<file path="src/rtl/memory_stage.sv">
// MEM pipeline stage: drives loads/stores onto a valid/ready data-memory bus,
// steers byte lanes, extends load data and registers the MEM/WB payload.
package memory_stage_pkg;
    localparam logic [1:0] RESULT_SRC_ALU = 2'b00;
    localparam logic [1:0] RESULT_SRC_MEM = 2'b01;
    localparam logic [1:0] RESULT_SRC_PC4 = 2'b10;

    typedef struct packed {
        logic        reg_write;
        logic [1:0]  result_src;
        logic        mem_write;
        logic [2:0]  funct3;
        logic [31:0] alu_result;
        logic [31:0] write_data;
        logic [4:0]  rd_addr;
        logic [31:0] pc_plus_4;
    } ex_mem_data_t;

    typedef struct packed {
        logic        reg_write;
        logic [1:0]  result_src;
        logic [31:0] read_data;
        logic [31:0] alu_result;
        logic [4:0]  rd_addr;
        logic [31:0] pc_plus_4;
    } mem_wb_data_t;
endpackage

// state    | meaning
// IDLE     | no bus transaction; issue aligned mem ops, pass others through
// REQ      | request presented, waiting for ready
// WAIT_RSP | request accepted, waiting for response or timeout
module memory_stage
    import memory_stage_pkg::*;
#(
    parameter int unsigned ADDR_WIDTH = 32,
    parameter int unsigned MAX_WAIT   = 255
) (
    input  logic                  clk,
    input  logic                  rst,
    input  logic                  valid_i,
    input  ex_mem_data_t          ex_mem_data_i,
    output logic                  stall_o,
    output logic                  dmem_req_valid_o,
    input  logic                  dmem_req_ready_i,
    output logic                  dmem_we_o,
    output logic [ADDR_WIDTH-1:0] dmem_addr_o,
    output logic [3:0]            dmem_be_o,
    output logic [31:0]           dmem_wdata_o,
    input  logic                  dmem_rsp_valid_i,
    input  logic [31:0]           dmem_rdata_i,
    output mem_wb_data_t          mem_wb_data_o,
    output logic                  misalign_o,
    output logic                  bus_error_o
);
    localparam logic [1:0] IDLE     = 2'd0;
    localparam logic [1:0] REQ      = 2'd1;
    localparam logic [1:0] WAIT_RSP = 2'd2;

    localparam int unsigned CNT_W = (MAX_WAIT < 2) ? 1 : $clog2(MAX_WAIT + 1);
    localparam logic [CNT_W-1:0] CNT_LAST = CNT_W'((MAX_WAIT > 0) ? MAX_WAIT - 1 : 0);

    logic [1:0]       r_state;
    logic [1:0]       w_state_nxt;
    logic [CNT_W-1:0] r_wait_cnt;
    logic             r_misalign;
    logic             r_bus_error;
    mem_wb_data_t     r_mem_wb;
    mem_wb_data_t     w_mem_wb_nxt;

    logic        w_is_load;
    logic        w_is_store;
    logic        w_mem_op;
    logic        w_misaligned;
    logic        w_issue;
    logic [1:0]  w_a;
    logic [2:0]  w_f3;
    logic [3:0]  w_be;
    logic [31:0] w_wdata;
    logic [7:0]  w_byte;
    logic [15:0] w_half;
    logic [31:0] w_load_data;
    logic        w_req_valid;
    logic        w_stall;
    logic        w_rsp_take;
    logic        w_timeout;

    assign w_a          = ex_mem_data_i.alu_result[1:0];
    assign w_f3         = ex_mem_data_i.funct3;
    assign w_is_load    = valid_i && (ex_mem_data_i.result_src == RESULT_SRC_MEM);
    assign w_is_store   = valid_i && ex_mem_data_i.mem_write;
    assign w_mem_op     = w_is_load || w_is_store;
    // funct3[1] set covers word (and the unused 3'bx11 encodings, treated as word)
    assign w_misaligned = ((w_f3[1:0] == 2'b01) && w_a[0]) || (w_f3[1] && (w_a != 2'b00));
    assign w_issue      = w_mem_op && !w_misaligned;

    always_comb begin
        w_be    = 4'b1111;
        w_wdata = ex_mem_data_i.write_data;
        if (!w_is_load) begin
            case (w_f3[1:0])
                2'b00: begin
                    w_be    = 4'b0001 << w_a;
                    w_wdata = {4{ex_mem_data_i.write_data[7:0]}};
                end
                2'b01: begin
                    w_be    = w_a[1] ? 4'b1100 : 4'b0011;
                    w_wdata = {2{ex_mem_data_i.write_data[15:0]}};
                end
                default: begin
                    w_be    = 4'b1111;
                    w_wdata = ex_mem_data_i.write_data;
                end
            endcase
        end
    end

    assign w_byte = dmem_rdata_i[{w_a, 3'b000} +: 8];
    assign w_half = dmem_rdata_i[{w_a[1], 4'b0000} +: 16];

    always_comb begin
        case (w_f3[1:0])
            2'b00:   w_load_data = w_f3[2] ? {24'd0, w_byte} : {{24{w_byte[7]}}, w_byte};
            2'b01:   w_load_data = w_f3[2] ? {16'd0, w_half} : {{16{w_half[15]}}, w_half};
            default: w_load_data = dmem_rdata_i;
        endcase
    end

    always_comb begin
        w_state_nxt = r_state;
        w_req_valid = 1'b0;
        w_stall     = 1'b0;
        w_rsp_take  = 1'b0;
        w_timeout   = 1'b0;
        case (r_state)
            IDLE: begin
                if (w_issue) begin
                    w_req_valid = 1'b1;
                    w_stall     = 1'b1;
                    w_state_nxt = dmem_req_ready_i ? WAIT_RSP : REQ;
                end
            end
            REQ: begin
                w_req_valid = 1'b1;
                w_stall     = 1'b1;
                if (dmem_req_ready_i) w_state_nxt = WAIT_RSP;
            end
            WAIT_RSP: begin
                if (dmem_rsp_valid_i) begin
                    w_rsp_take  = 1'b1;
                    w_state_nxt = IDLE;
                end else if ((MAX_WAIT != 0) && (r_wait_cnt == CNT_LAST)) begin
                    w_timeout   = 1'b1;
                    w_state_nxt = IDLE;
                end else begin
                    w_stall = 1'b1;
                end
            end
            default: w_state_nxt = IDLE;
        endcase
    end

    // EX/MEM is held while stalled, so the live payload is still on ex_mem_data_i at completion
    always_comb begin
        w_mem_wb_nxt = '0;
        if (!w_stall && (valid_i || r_state == WAIT_RSP)) begin
            w_mem_wb_nxt.result_src = ex_mem_data_i.result_src;
            w_mem_wb_nxt.alu_result = ex_mem_data_i.alu_result;
            w_mem_wb_nxt.rd_addr    = ex_mem_data_i.rd_addr;
            w_mem_wb_nxt.pc_plus_4  = ex_mem_data_i.pc_plus_4;
            if (r_state == WAIT_RSP) begin
                w_mem_wb_nxt.reg_write = w_rsp_take && ex_mem_data_i.reg_write;
                w_mem_wb_nxt.read_data = (w_rsp_take && w_is_load) ? w_load_data : 32'd0;
            end else begin
                w_mem_wb_nxt.reg_write = ex_mem_data_i.reg_write && !(w_mem_op && w_misaligned);
            end
        end
    end

    always_ff @(posedge clk or posedge rst) begin
        if (rst) begin
            r_state     <= IDLE;
            r_wait_cnt  <= '0;
            r_mem_wb    <= '0;
            r_misalign  <= 1'b0;
            r_bus_error <= 1'b0;
        end else begin
            r_state     <= w_state_nxt;
            r_mem_wb    <= w_mem_wb_nxt;
            r_misalign  <= (r_state == IDLE) && w_mem_op && w_misaligned;
            r_bus_error <= w_timeout;
            if ((r_state == WAIT_RSP) && (w_state_nxt == WAIT_RSP) && (MAX_WAIT != 0))
                r_wait_cnt <= r_wait_cnt + CNT_W'(1);
            else
                r_wait_cnt <= '0;
        end
    end

    assign stall_o          = w_stall && !rst;
    assign dmem_req_valid_o = w_req_valid && !rst;
    assign dmem_we_o        = w_is_store;
    assign dmem_addr_o      = {ex_mem_data_i.alu_result[ADDR_WIDTH-1:2], 2'b00};
    assign dmem_be_o        = w_be;
    assign dmem_wdata_o     = w_wdata;
    assign mem_wb_data_o    = r_mem_wb;
    assign misalign_o       = r_misalign;
    assign bus_error_o      = r_bus_error;
endmodule

</file>
<file path="config.mk">
export PLATFORM = sky130hd
export DESIGN_NAME = memory_stage
export DESIGN_NICKNAME = d
export VERILOG_FILES = /design/src/rtl/memory_stage.sv
export SDC_FILE = /design/constraint.sdc
export NUM_CORES = 1
export LEC_CHECK = 0
export ABC_AREA = 1
export BUFFER_PORTS_ARGS = -buffer_cell sky130_fd_sc_hd__buf_2
export CORE_AREA = 2 2 124 126
export CTS_CLUSTER_SIZE = 30
export DETAILED_ROUTE_END_ITERATION = 10
export DIE_AREA = 0 0 126 128
export GPL_TIMING_DRIVEN = 0
export PLACE_DENSITY = 0.77
export RECOVER_POWER = 50
export SYNTH_ARGS = -nofsm -noshare
export SYNTH_HDL_FRONTEND = slang
export SYNTH_SLANG_ARGS = --single-unit
</file>
<file path="constraint.sdc">
create_clock -name clk -period 3.29 [get_ports clk]
set_input_delay 0.1645 -clock clk [delete_from_list [all_inputs] [get_ports clk]]
set_output_delay 0.1645 -clock clk [all_outputs]
set_load 0.1 [all_outputs]
</file>
[After elaboration in Yosys (flattened, before gate mapping)]
Index checks and enable logic that the tools add are counted.
Word-level totals
  register bits: 116
Operators by class
  add/subtract/negate cells: 1
  shifts and indexed selects: 3
  equal/unequal tests: 6
  reduce and logical (&&, ||, !) cells: 25
  multiplexer cells: 29
Operators with widths (number)
  $mux W32: 5
  $pmux W32 S2: 2
  $mux W104: 1
  $shiftx A32 B6 Y16: 1
  $shiftx A32 B6 Y8: 1
  $logic_and A1 B1 Y1: 15
  $mux W2: 5
  $mux W1: 9
  $add A8 B1 Y8 const B: 1
  $eq A8 B8 Y1 const B: 1
  $mux W4: 2
  $mux W8: 1
  $pmux W4 S2: 1
  $eq A2 B1 Y1 const B: 3
  $pmux W2 S3: 1
  $eq A2 B2 Y1 const B: 2
  $logic_not A1 Y1: 4
  $logic_not A2 Y1: 2
  $shl A1 B2 Y4 const A: 1
  $logic_or A1 B1 Y1: 3
  $pmux W1 S3: 1
  $pmux W1 S2: 1
  $reduce_bool A2 Y1: 1

[Longest topological paths before layout]
Gate-level depths: netlist (run 1).
  depth in word-level cells: 10
  gate-level depth with buffers: 11

[Worst setup path before layout (run 1)]
Ideal clock, no wire load.
  kind: input-to-output
  from: in rst
  to: out stall_o
  path slack: -271 ps
  stages on the path: 3
  data required time: 3125 ps
  arrival time: 3396 ps
  cells stage by stage: inv_1 nand2_1 inv_1
Between the ends
  cells in the longest elaborated chain, start to end: 2
Ends and longest elaborated chain
  start, declared: RTL line 40  | input logic rst,
  $logic_not A1 Y1: RTL line 199  | assign stall_o = w_stall && !rst;
  $logic_and A1 B1 Y1: RTL line 199
  end, declared: RTL line 43  | output logic stall_o,
Every way passes these cells.

[Final worst setup path (run 1)]
  from: in ex_mem_data_i[106] (netlist name)
  to: out dmem_wdata_o[21]
Between the ends
  cells in the longest elaborated chain, start to end: 3
Ends and longest elaborated chain
  start, declared: RTL line 42  | input ex_mem_data_t ex_mem_data_i,
  $eq A2 B1 Y1: RTL line 90  | assign w_is_load = valid_i && (ex_mem_data_i.result_src == RESULT_SRC_MEM);
  $logic_and A1 B1 Y1: RTL line 90
  $mux W32: RTL line 100  | if (!w_is_load) begin
  end, declared: RTL line 49  | output logic [31:0] dmem_wdata_o,
Every way passes these cells.

==> results.toml, run 1 <==
[run_status]
status = "completed"

[die]
num_rows = 45
ios = 322
design.core.area_mm2 = 0.0149
die_w_um = 126
die_height_um = 128
start_util_pct = 36.5
fp.dieArea_mm2 = 0.0161

[worst_setup_path]
cp.required_ns = 3.13
worstSetupPathType = "in -> out"
crit_fanout = 10
endpoint_kind = "output pin"
critPathArrivalTime_ns = 2.62
cp-start-kind = "input pin"

[cells_and_area]
drive_gt1_share_pct = 38.2
nets = 1183
insertedDiodeCount = 0
area_growth_pct = 56.1
final_util_pct = 57.0
final_cell_area_mm2 = 0.00848

[global_routing]
use_met3_pct = 6.01
antenna_found_initial = 0
grt_pass1_wl_mm = 27.3
grt_pass1_vias = 5561
track_usage_pct = 21.6
grt_util_met2_pct = 40.8
busiest_layer = "met2"
met1_usage_pct = 22.6
grt_max_degree = 43
grt_overflow = 0

[clock_network]
insertion_delay_ns = 0.41
cts_root_buf = "clkbuf_16"
cts_tree = "built"
cts_buffers = 17
htree_levels = 4
cts_sinks = 116
clockBufferDepth = 2
cts_resized = 0
post_cts_buffers = 0
clk_pin_slew_ns = 0.05

[power_and_ir_drop]
pwr-share-clk_pct = 35.2
switching_power_uw = 2350
p_leak_uw = 0.00492
powerDensity_mw_per_mm2 = 656
intPower_uw = 3220
switching_share_pct = 42.2
vdd_drop_max_mv = 0.338
pwr-share-seq_pct = 28.3
comb_power_share_pct = 36.5

[yosys]
ys_top_cells_by_area = "dfrtp_1 53%, nand2_1 8.5%, inv_1 8.2%"
yosysTopAreaCellShare_pct = 53.4
synth_top_area_cell = "dfrtp_1"
syn_avg_cell_area_um2 = 8.64
ys_seq_area_share_pct = 53.4
ys_types = 30
synthCells = 629
syn_area_mm2 = 0.00543
ys_warn_count = 0
ys_seq_elements = 116

[drt]
vias_per_cell = 4.45
drc_errors = 0
detail-route-antenna-nets = 0
wire_per_inst_um = 14.2
vias = 5503
drt_iter0_drc = 281
dr.pass1.iters = 5
wl_mm = 17.5

[sta]
hold_viol = 0
whs_ns = 0.0122
setup_ws_ns = 0.506
worstMarginPinSlew_ns = 1.23
period_needed_ns = 2.78
slew_headroom_pct = 18.2
rsz0062_at_grt = "false"
skew_ns = 0.00815
timing.fmax_ghz = 0.359
setup_violations = 0
timing.final.crit_share_pct = 84.6
drv_slew = 0

[hold_path]
hold_path_class = "in -> reg"

[place]
place.gp.congestion = 0.888
io_buffer_count = 317
dpl_cell_area_mm2 = 0.00730
hpwl_mm = 12.5
dp_slack_ns = 1.06

[flow_run]
maxCapViolCount = 0
repair_timing:
item                                    CTS  global route
hold buffers                             68             0
endpoints found under the setup margin    0             0
hold endpoints to repair                101             0
area by class of cell:
class	instances	area, µm²
multi-input cells	332	1610
well taps	188	235
flip-flops and latches	116	2900
clock buffers	23	478
clock inverters	9	150
inverters	122	464
plain buffers	60	454
repair buffers	387	2190
fillers	1343	6390
per-layer routing:
layer  share of wire [%]  vias to the layer above
li1                    -                     2642
met1                  35                     2536
met2                  54                      295
met3                 8.5                       30
met4                 2.1                        0
met5                   0                        -
placed cells by master (no fill, tap or decap), drive strengths merged, types with 2 or more instances in the layout:
cell	instances
nand2	125
o22ai	8
xor2	2
nor3	2
or2	2
inv	121
dfrtp	116
nand3	38
clkbuf	112
o211ai	2
o21ai	22
bufinv	4
buf	290
clkinv	3
ha	2
dlygate4sd3	68
nor3b	3
a21oi	3
conb	2
nor2	118
clkinvlp	3
power by group through the flow:
stage / sequential [µW] / combinational (µW) / clock, µW
6_report: 1570 / 2030 / 1960
5_1_grt: 1580 / 2110 / 2060
4_1_cts: 1570 / 2060 / 2000
3_5_place_dp: 1590 / 1990 / 0
3_3_place_gp: 1590 / 1980 / 0
2_1_floorplan: 2400 / 812 / 0
Yosys cell counts:
cell,count
nor3_1,2
o21ai_0,19
a21oi_1,3
nand3_1,36
nor2_1,48
inv_4,1
buf_4,41
xnor2_1,1
o211ai_1,2
or2_2,2
o21ai_1,2
nor2_2,70
o22ai_1,8
conb_1,1
dfrtp_1,116
inv_1,118
nand2_1,123
inv_2,3
xor2_1,2
nand2_2,2
o21ai_4,1
nand4_1,1
nand3_4,1
a31oi_1,1
clkbuf_1,4
nand3_2,1
ha_1,2
nor3b_1,3
buf_2,6
buf_6,9
critical path, stage by stage:
cell and delay (ns):
dlygate4sd3_1 0.54, buf_2 0.12, inv_1 0.07, nand3_1 0.17, buf_2 0.25, nand2_1 0.25, clkbuf_1 0.41, nand2_1 0.09
o21ai_0 0.10, buf_2 0.45
kinds of logic after synthesis:
logic type	Yosys count	share of synthesized area [%]
flip-flops	116	53.4
AO/OA/AOI/OAI	36	3.82
adder cells (fa/ha/maj)	2	0.461
AND/OR/NAND/NOR	289	24.9
buffers and inverters	182	16.8
other	1	0.0690
XOR/XNOR	3	0.484
state kept, by name, indices dropped and copies added (netlist names):
name	cells
bus_error_o	1
misalign_o	1
r_wait_cnt	8
mem_wb_data_o	104
r_state	2
path summary, 6_finish.rpt:
check,slack [ns],start,to,cells after the start
setup reg to reg,1.47,r_state[0],mem_wb_data_o[42],4
hold / removal,0.01,ex_mem_data_i[82],mem_wb_data_o[50],3
min in group asynchronous,0.50,rst,mem_wb_data_o[64],3
hold reg to reg,0.44,r_state[1],misalign_o,1
max in group asynchronous,1.34,rst,mem_wb_data_o[72],4
setup / recovery,0.51,ex_mem_data_i[106],dmem_wdata_o[21],10
stage by stage:
stage / setup TNS, ns / instances / total power [µW]
3_5_place_dp: 0 / 1137 / 3590
2_1_floorplan: 0 / 630 / 3220
5_1_grt: 0 / 1237 / 5750
6_report: 0 / 1237 / 5560
3_3_place_gp: -0.0545 / 1135 / 3570
4_1_cts: 0 / 1237 / 5630
No activity file was read; power rests on OpenSTA's default activity.
==> inputs of run 2 (changes only) <==
Settings changed: CORE_AREA 2 2 124 126 to 2 2 125 127, DIE_AREA 0 0 126 128 to 0 0 127 129, PLACE_DENSITY 0.77 to 0.74.
Clock period 3.29 ns to 2.7 ns, I/O delays scaled along.
==> run 2 against run 1 <==
Global-route usage decreased by 0.36 points. Largest power group unchanged. Largest cell class unchanged. Via count grew 0.56%. Clock power is 13% higher. Sequential share of layout area is 0.44 points lower.
==> results.toml, run 2 (synthesis gave the netlist of run 1 again) <==
[power_and_ir_drop]
vdd_drop_max_mv = 0.407
p_leak_uw = 0.00495
switching_power_uw = 2910
powerDensity_mw_per_mm2 = 771
pwr-share-seq_pct = 28.9
comb_power_share_pct = 37.6
intPower_uw = 3710
switching_share_pct = 44.0
pwr-share-clk_pct = 33.5
finalPower_uw = 6620

[sta]
period_needed_ns = 2.46
timing.fmax_ghz = 0.406
slew_headroom_pct = 18.9
worstMarginPinSlew_ns = 1.22
drv_slew = 0
whs_ns = 0.0213
setup_violations = 0
rsz0062_at_grt = "false"
timing.final.crit_share_pct = 91.2
hold_viol = 0
skew_ns = 0.0103

[clock_network]
cts_buffers = 17
cts_root_buf = "clkbuf_16"
cts_tree = "built"
htree_levels = 4
clk_pin_slew_ns = 0.05
post_cts_buffers = 0
cts_sinks = 116
insertion_delay_ns = 0.42
clockBufferDepth = 2

[worst_setup_path]
cp.required_ns = 2.57
cp_slowest_cell = "dlygate4sd3_1"
crit_chain = "dlygate4sd3_1, buf_2, inv_1, nand3_1, buf_2, nand2_1, buf_2, nand2_1, nand2_1, buf_2"
reg2regPathDepth = 4
critPathArrivalTime_ns = 2.33
cp-start-kind = "input pin"
worstSetupPathType = "in -> out"
crit_fanout = 10
cpPeakStageDelay_ns = 0.52
endpoint_kind = "output pin"
r2r-end = "mem_wb_data_o[18]"
cp_common_cell = "buf_2"
timing.rr.start = "r_state[0]"
r2r_setup_slack_ns = 0.92

[drt]
dr.pass1.iters = 6
wire_per_inst_um = 14.0
drc_errors = 0
vias = 5534
detail-route-antenna-nets = 0
wl_mm = 17.5
drt_iter0_drc = 280
vias_per_cell = 4.42

[die]
num_rows = 45
ios = 322
start_util_pct = 36.3
fp.dieArea_mm2 = 0.0164
die_w_um = 127
design.core.area_mm2 = 0.0150
die_height_um = 129

[cells_and_area]
instances_no_fill = 1252
largest_reg_flops = 104
final_cell_mix = "234 x buf_2, 123 x nand2_1, 117 x inv_1"
layout_commonest_cell = "buf_2"
drive_gt1_share_pct = 38.0
insertedDiodeCount = 0
multi_input_area_mm2 = 0.00161
seqCellArea_mm2 = 0.00290
final_cell_area_mm2 = 0.00859
nets = 1198
fillers = 1320
area_growth_pct = 58.1

[global_routing]
grt_overflow = 0
track_usage_pct = 21.2
grt_pass1_wl_mm = 26.7
grt_pass1_vias = 5440
antenna_found_initial = 0
grt_max_degree = 42

[place]
dp.cells = 1137
io_buffer_count = 317
place.gp.congestion = 0.928
hpwl_mm = 12.4
dpl_cell_area_mm2 = 0.00730

[flow_run]
maxCapViolCount = 0

[hold_path]
min_to = "mem_wb_data_o[73]"
hold_path_class = "in -> reg"
hold_depth = 5
min_from = "dmem_rdata_i[4]"

[run_status]
status = "completed"
run 2: cell types whose count changed in the layout (fill, tap and decap cells not counted):
cell	delta
clkbuf_1	-3
clkbuf_2	+2
clkbuf_8	-2
o21ai_1	+10
clkinvlp_4	+1
clkbuf_4	+4
clkinv_4	+5
buf_2	-5
clkinv_2	-1
buf_12	-1
o21ai_0	-10
bufinv_16	-2
dlygate4sd3_1	+15
inv_6	+2
run 2: through the flow:
stage                     setup slack (ns)  setup TNS [ns]  utilization, %
after floorplan                     -0.356           -2.14               -
after global placement              -0.588          -0.588            48.5
after detailed placement             0.575               0            48.7
after CTS                           0.0112               0            58.3
after global routing                0.0728               0            57.3
final                                0.238               0            57.3
run 2: timing repair:
action | 4_1_cts | 5_1_grt
hold buffers | 83 | 0
hold endpoints to repair | 118 | 0
setup endpoints to repair | 0 | 4
resized for setup | 0 | 6
run 2: power by group through the flow:
stage	Combinational [µW]	Clock (µW)	Sequential [µW]
after floorplan	992	0	2930
after global placement	2410	0	1940
after detailed placement	2430	0	1940
after CTS	2520	2260	1910
after global routing	2590	2340	1930
final	2490	2220	1920
run 2: routing by layer:
metal  global-route usage [%]  routed length [µm]  up-vias
met2                     38.9                9220      302
met5                        0                   0        -
met3                     5.74                1500       44
met4                     11.6                 599        0
met1                     22.1                6200     2519
li1                         -                   -     2669
run 2: final cells by class:
| cell class | instances | share of cell area, % |
|---|---|---|
| inverters | 122 | 5.41 |
| repair buffers | 402 | 27.1 |
| flip-flops and latches | 116 | 33.8 |
| multi-input cells | 332 | 18.7 |
| clock inverters | 14 | 1.79 |
| clock buffers | 18 | 5.11 |
| plain buffers | 60 | 5.30 |
| well taps | 188 | 2.74 |
run 2: worst max-delay path: cells and delay by family:
family / cells / cell delay (ns)
buf+inv: 6 / 1.64
simple gates: 4 / 0.53
run 2: worst max path at each step:
stage                  startpoint                to  slack, ns  cells past startpoint
2_1_floorplan  ex_mem_data_i[106]  dmem_wdata_o[16]      -0.36                      6
3_3_place_gp                  rst           stall_o      -0.59                      5
3_5_place_dp   ex_mem_data_i[106]  dmem_wdata_o[23]       0.58                      9
4_1_cts        ex_mem_data_i[106]  dmem_wdata_o[23]       0.01                     10
5_1_grt        ex_mem_data_i[106]  dmem_wdata_o[30]       0.07                     10
6_report       ex_mem_data_i[106]  dmem_wdata_o[26]       0.24                     10
==> inputs of run 3 (changes only) <==
Settings changed: CELL_PAD_IN_SITES_DETAIL_PLACEMENT from default to 1, CELL_PAD_IN_SITES_GLOBAL_PLACEMENT from default to 2, CORE_AREA 2 2 125 127 to 2 2 157 159, DIE_AREA 0 0 127 129 to 0 0 159 161, PLACE_DENSITY 0.74 to 0.84.
==> run 3 against run 2 <==
Register-to-register slack got worse by 0.06 ns. Maximum frequency grew 6.0%. Clock skew is 0.0024 ns higher. First-iteration DRC count down 27%. Count of clock-buffer cells in the layout fell by 1. Clock power up 8%. Worst setup slack improved by 0.14 ns. Design area up 2.4%. Sequential power about the same. Global-route usage down 3.9 points. Critical path depth down 1. Die area increased by 56%. Largest power group unchanged.
==> results.toml, run 3 (synthesis gave the netlist of run 1 again) <==
[power_and_ir_drop]
p_leak_uw = 0.00490
intPower_uw = 3800
comb_power_share_pct = 37.0
powerDensity_mw_per_mm2 = 779
pwr-share-seq_pct = 28.0
finalPower_uw = 6850
vdd_drop_max_mv = 0.355
switching_share_pct = 44.6
switching_power_uw = 3050
pwr-share-clk_pct = 34.9

[sta]
skew_ns = 0.0126
hold_viol = 0
period_needed_ns = 2.32
rsz0062_at_grt = "false"
timing.fmax_ghz = 0.431
worstMarginPinSlew_ns = 1.33
timing.final.crit_share_pct = 86.0
tns_ns = 0
slew_headroom_pct = 11.5
setup_violations = 0
drv_slew = 0

[place]
io_buffer_count = 317
dp.cells = 1274
place.gp.congestion = 0.755
hpwl_mm = 15.4

[clock_network]
clockBufferDepth = 2
cts_root_buf = "clkbuf_16"
htree_levels = 4
cts_sinks = 116
insertion_delay_ns = 0.41
post_cts_buffers = 0
cts_buffers = 17
cts_tree = "built"
clk_pin_slew_ns = 0.06

[worst_setup_path]
cp_slowest_cell = "buf_2"
crit_end = "stall_o"
cp.required_ns = 2.57
r2r-end = "mem_wb_data_o[101]"
reg2regPathDepth = 4
r2r_setup_slack_ns = 0.86
worstSetupStartpoint = "r_wait_cnt[0]"
cpPeakStageDelay_ns = 0.42
critPathArrivalTime_ns = 2.19
timing.rr.start = "r_state[0]"
cp-start-kind = "flop"
worstSetupPathType = "reg -> out"
crit_chain = "inv_1, ha_1, nand4_1, nand3_1, buf_2, nand2_1, nand2_1, inv_1, buf_2"
endpoint_kind = "output pin"
crit_fanout = 10

[hold_path]
hold_path_class = "in -> reg"
min_from = "ex_mem_data_i[69]"

[run_status]
status = "completed"

[cells_and_area]
insertedDiodeCount = 0
largest_reg_flops = 104
final_cell_mix = "214 x buf_2, 123 x nand2_1, 117 x inv_1"
seqCellArea_mm2 = 0.00290
drive_gt1_share_pct = 35.6
nets = 1200
fillers = 3015
area_growth_pct = 62.0
instances_no_fill = 1390
layout_commonest_cell = "buf_2"
multi_input_area_mm2 = 0.00161

[drt]
detail-route-antenna-nets = 0
vias_per_cell = 4.03
drt_iter0_drc = 205
wire_per_inst_um = 15.8
wl_mm = 22.0
vias = 5604
drc_errors = 0
dr.pass1.iters = 4

[die]
design.core.area_mm2 = 0.0240
start_util_pct = 22.7
fp.dieArea_mm2 = 0.0256
die_w_um = 159
num_rows = 57
die_height_um = 161
ios = 322

[global_routing]
grt_overflow = 0
track_usage_pct = 17.3
grt_pass1_wl_mm = 35.0
antenna_found_initial = 2
grt_max_degree = 39
grt_pass1_vias = 6239

[flow_run]
maxCapViolCount = 0
-- run 3: cell count changes in the layout (fill, tap and decap cells not counted), sizes merged --
cell and change:
buf -18, bufinv +1, clkbuf +17, clkinv -2, clkinvlp -2, dlygate4sd3 +1
dlymetal6s4s +1, inv +4
-- run 3: per-layer routing --
metal / track usage, % / wire length, µm / vias up
li1: - / - / 2679
met1: 20.8 / 9350 / 2688
met2: 30.4 / 10900 / 211
met3: 4.93 / 1400 / 24
met4: 4.38 / 370 / 2
met5: 0 / 7 / -
-- run 3: layout make-up --
class / instances / area share (%)
clock inverters: 15 / 2.22
clock buffers: 17 / 4.84
inverters: 122 / 5.28
repair buffers: 404 / 26.7
multi-input cells: 332 / 18.3
flip-flops and latches: 116 / 33.0
plain buffers: 60 / 5.15
well taps: 324 / 4.61
-- run 3: power by group through the flow --
stage / combinational, µW / sequential, µW / clock, µW
2_1_floorplan: 992 / 2930 / 0
3_3_place_gp: 2450 / 1940 / 0
3_5_place_dp: 2480 / 1940 / 0
4_1_cts: 2580 / 1910 / 2480
5_1_grt: 2650 / 1940 / 2550
6_report: 2540 / 1920 / 2390
-- run 3: timing repair --
action | CTS | global route
hold buffers | 84 | 0
endpoints found under the hold margin | 111 | 0
gates resized for setup | 0 | 0
-- run 3: worst min-delay path by stage --
stage,to,cells after the start
after floorplan,r_state[0],1
after global placement,r_state[0],2
after detailed placement,mem_wb_data_o[103],2
after CTS,mem_wb_data_o[76],3
after global routing,mem_wb_data_o[37],3
final,mem_wb_data_o[37],3
-- run 3: worst max-delay path: cells and delay by family (launching register included) --
family / cells / cell delay (ns)
buf+inv: 4 / 0.78
simple gates: 4 / 0.41
fa+ha+maj: 1 / 0.19
flops: 1 / 0.39
-- run 3: stage by stage --
step | utilization (%) | hold slack, ns | area [µm²] | setup slack (ns)
finish | 36.7 | 0.0296 | 8800 | 0.377
global route | 36.7 | 0.0163 | 8800 | 0.233
CTS | 37.4 | 0.00437 | 8950 | 0.345
detailed placement | 31.3 | 0.274 | 7490 | 0.459
global placement | 31.0 | 0.314 | 7430 | -0.764
floorplan | - | 0.201 | 5440 | -0.356
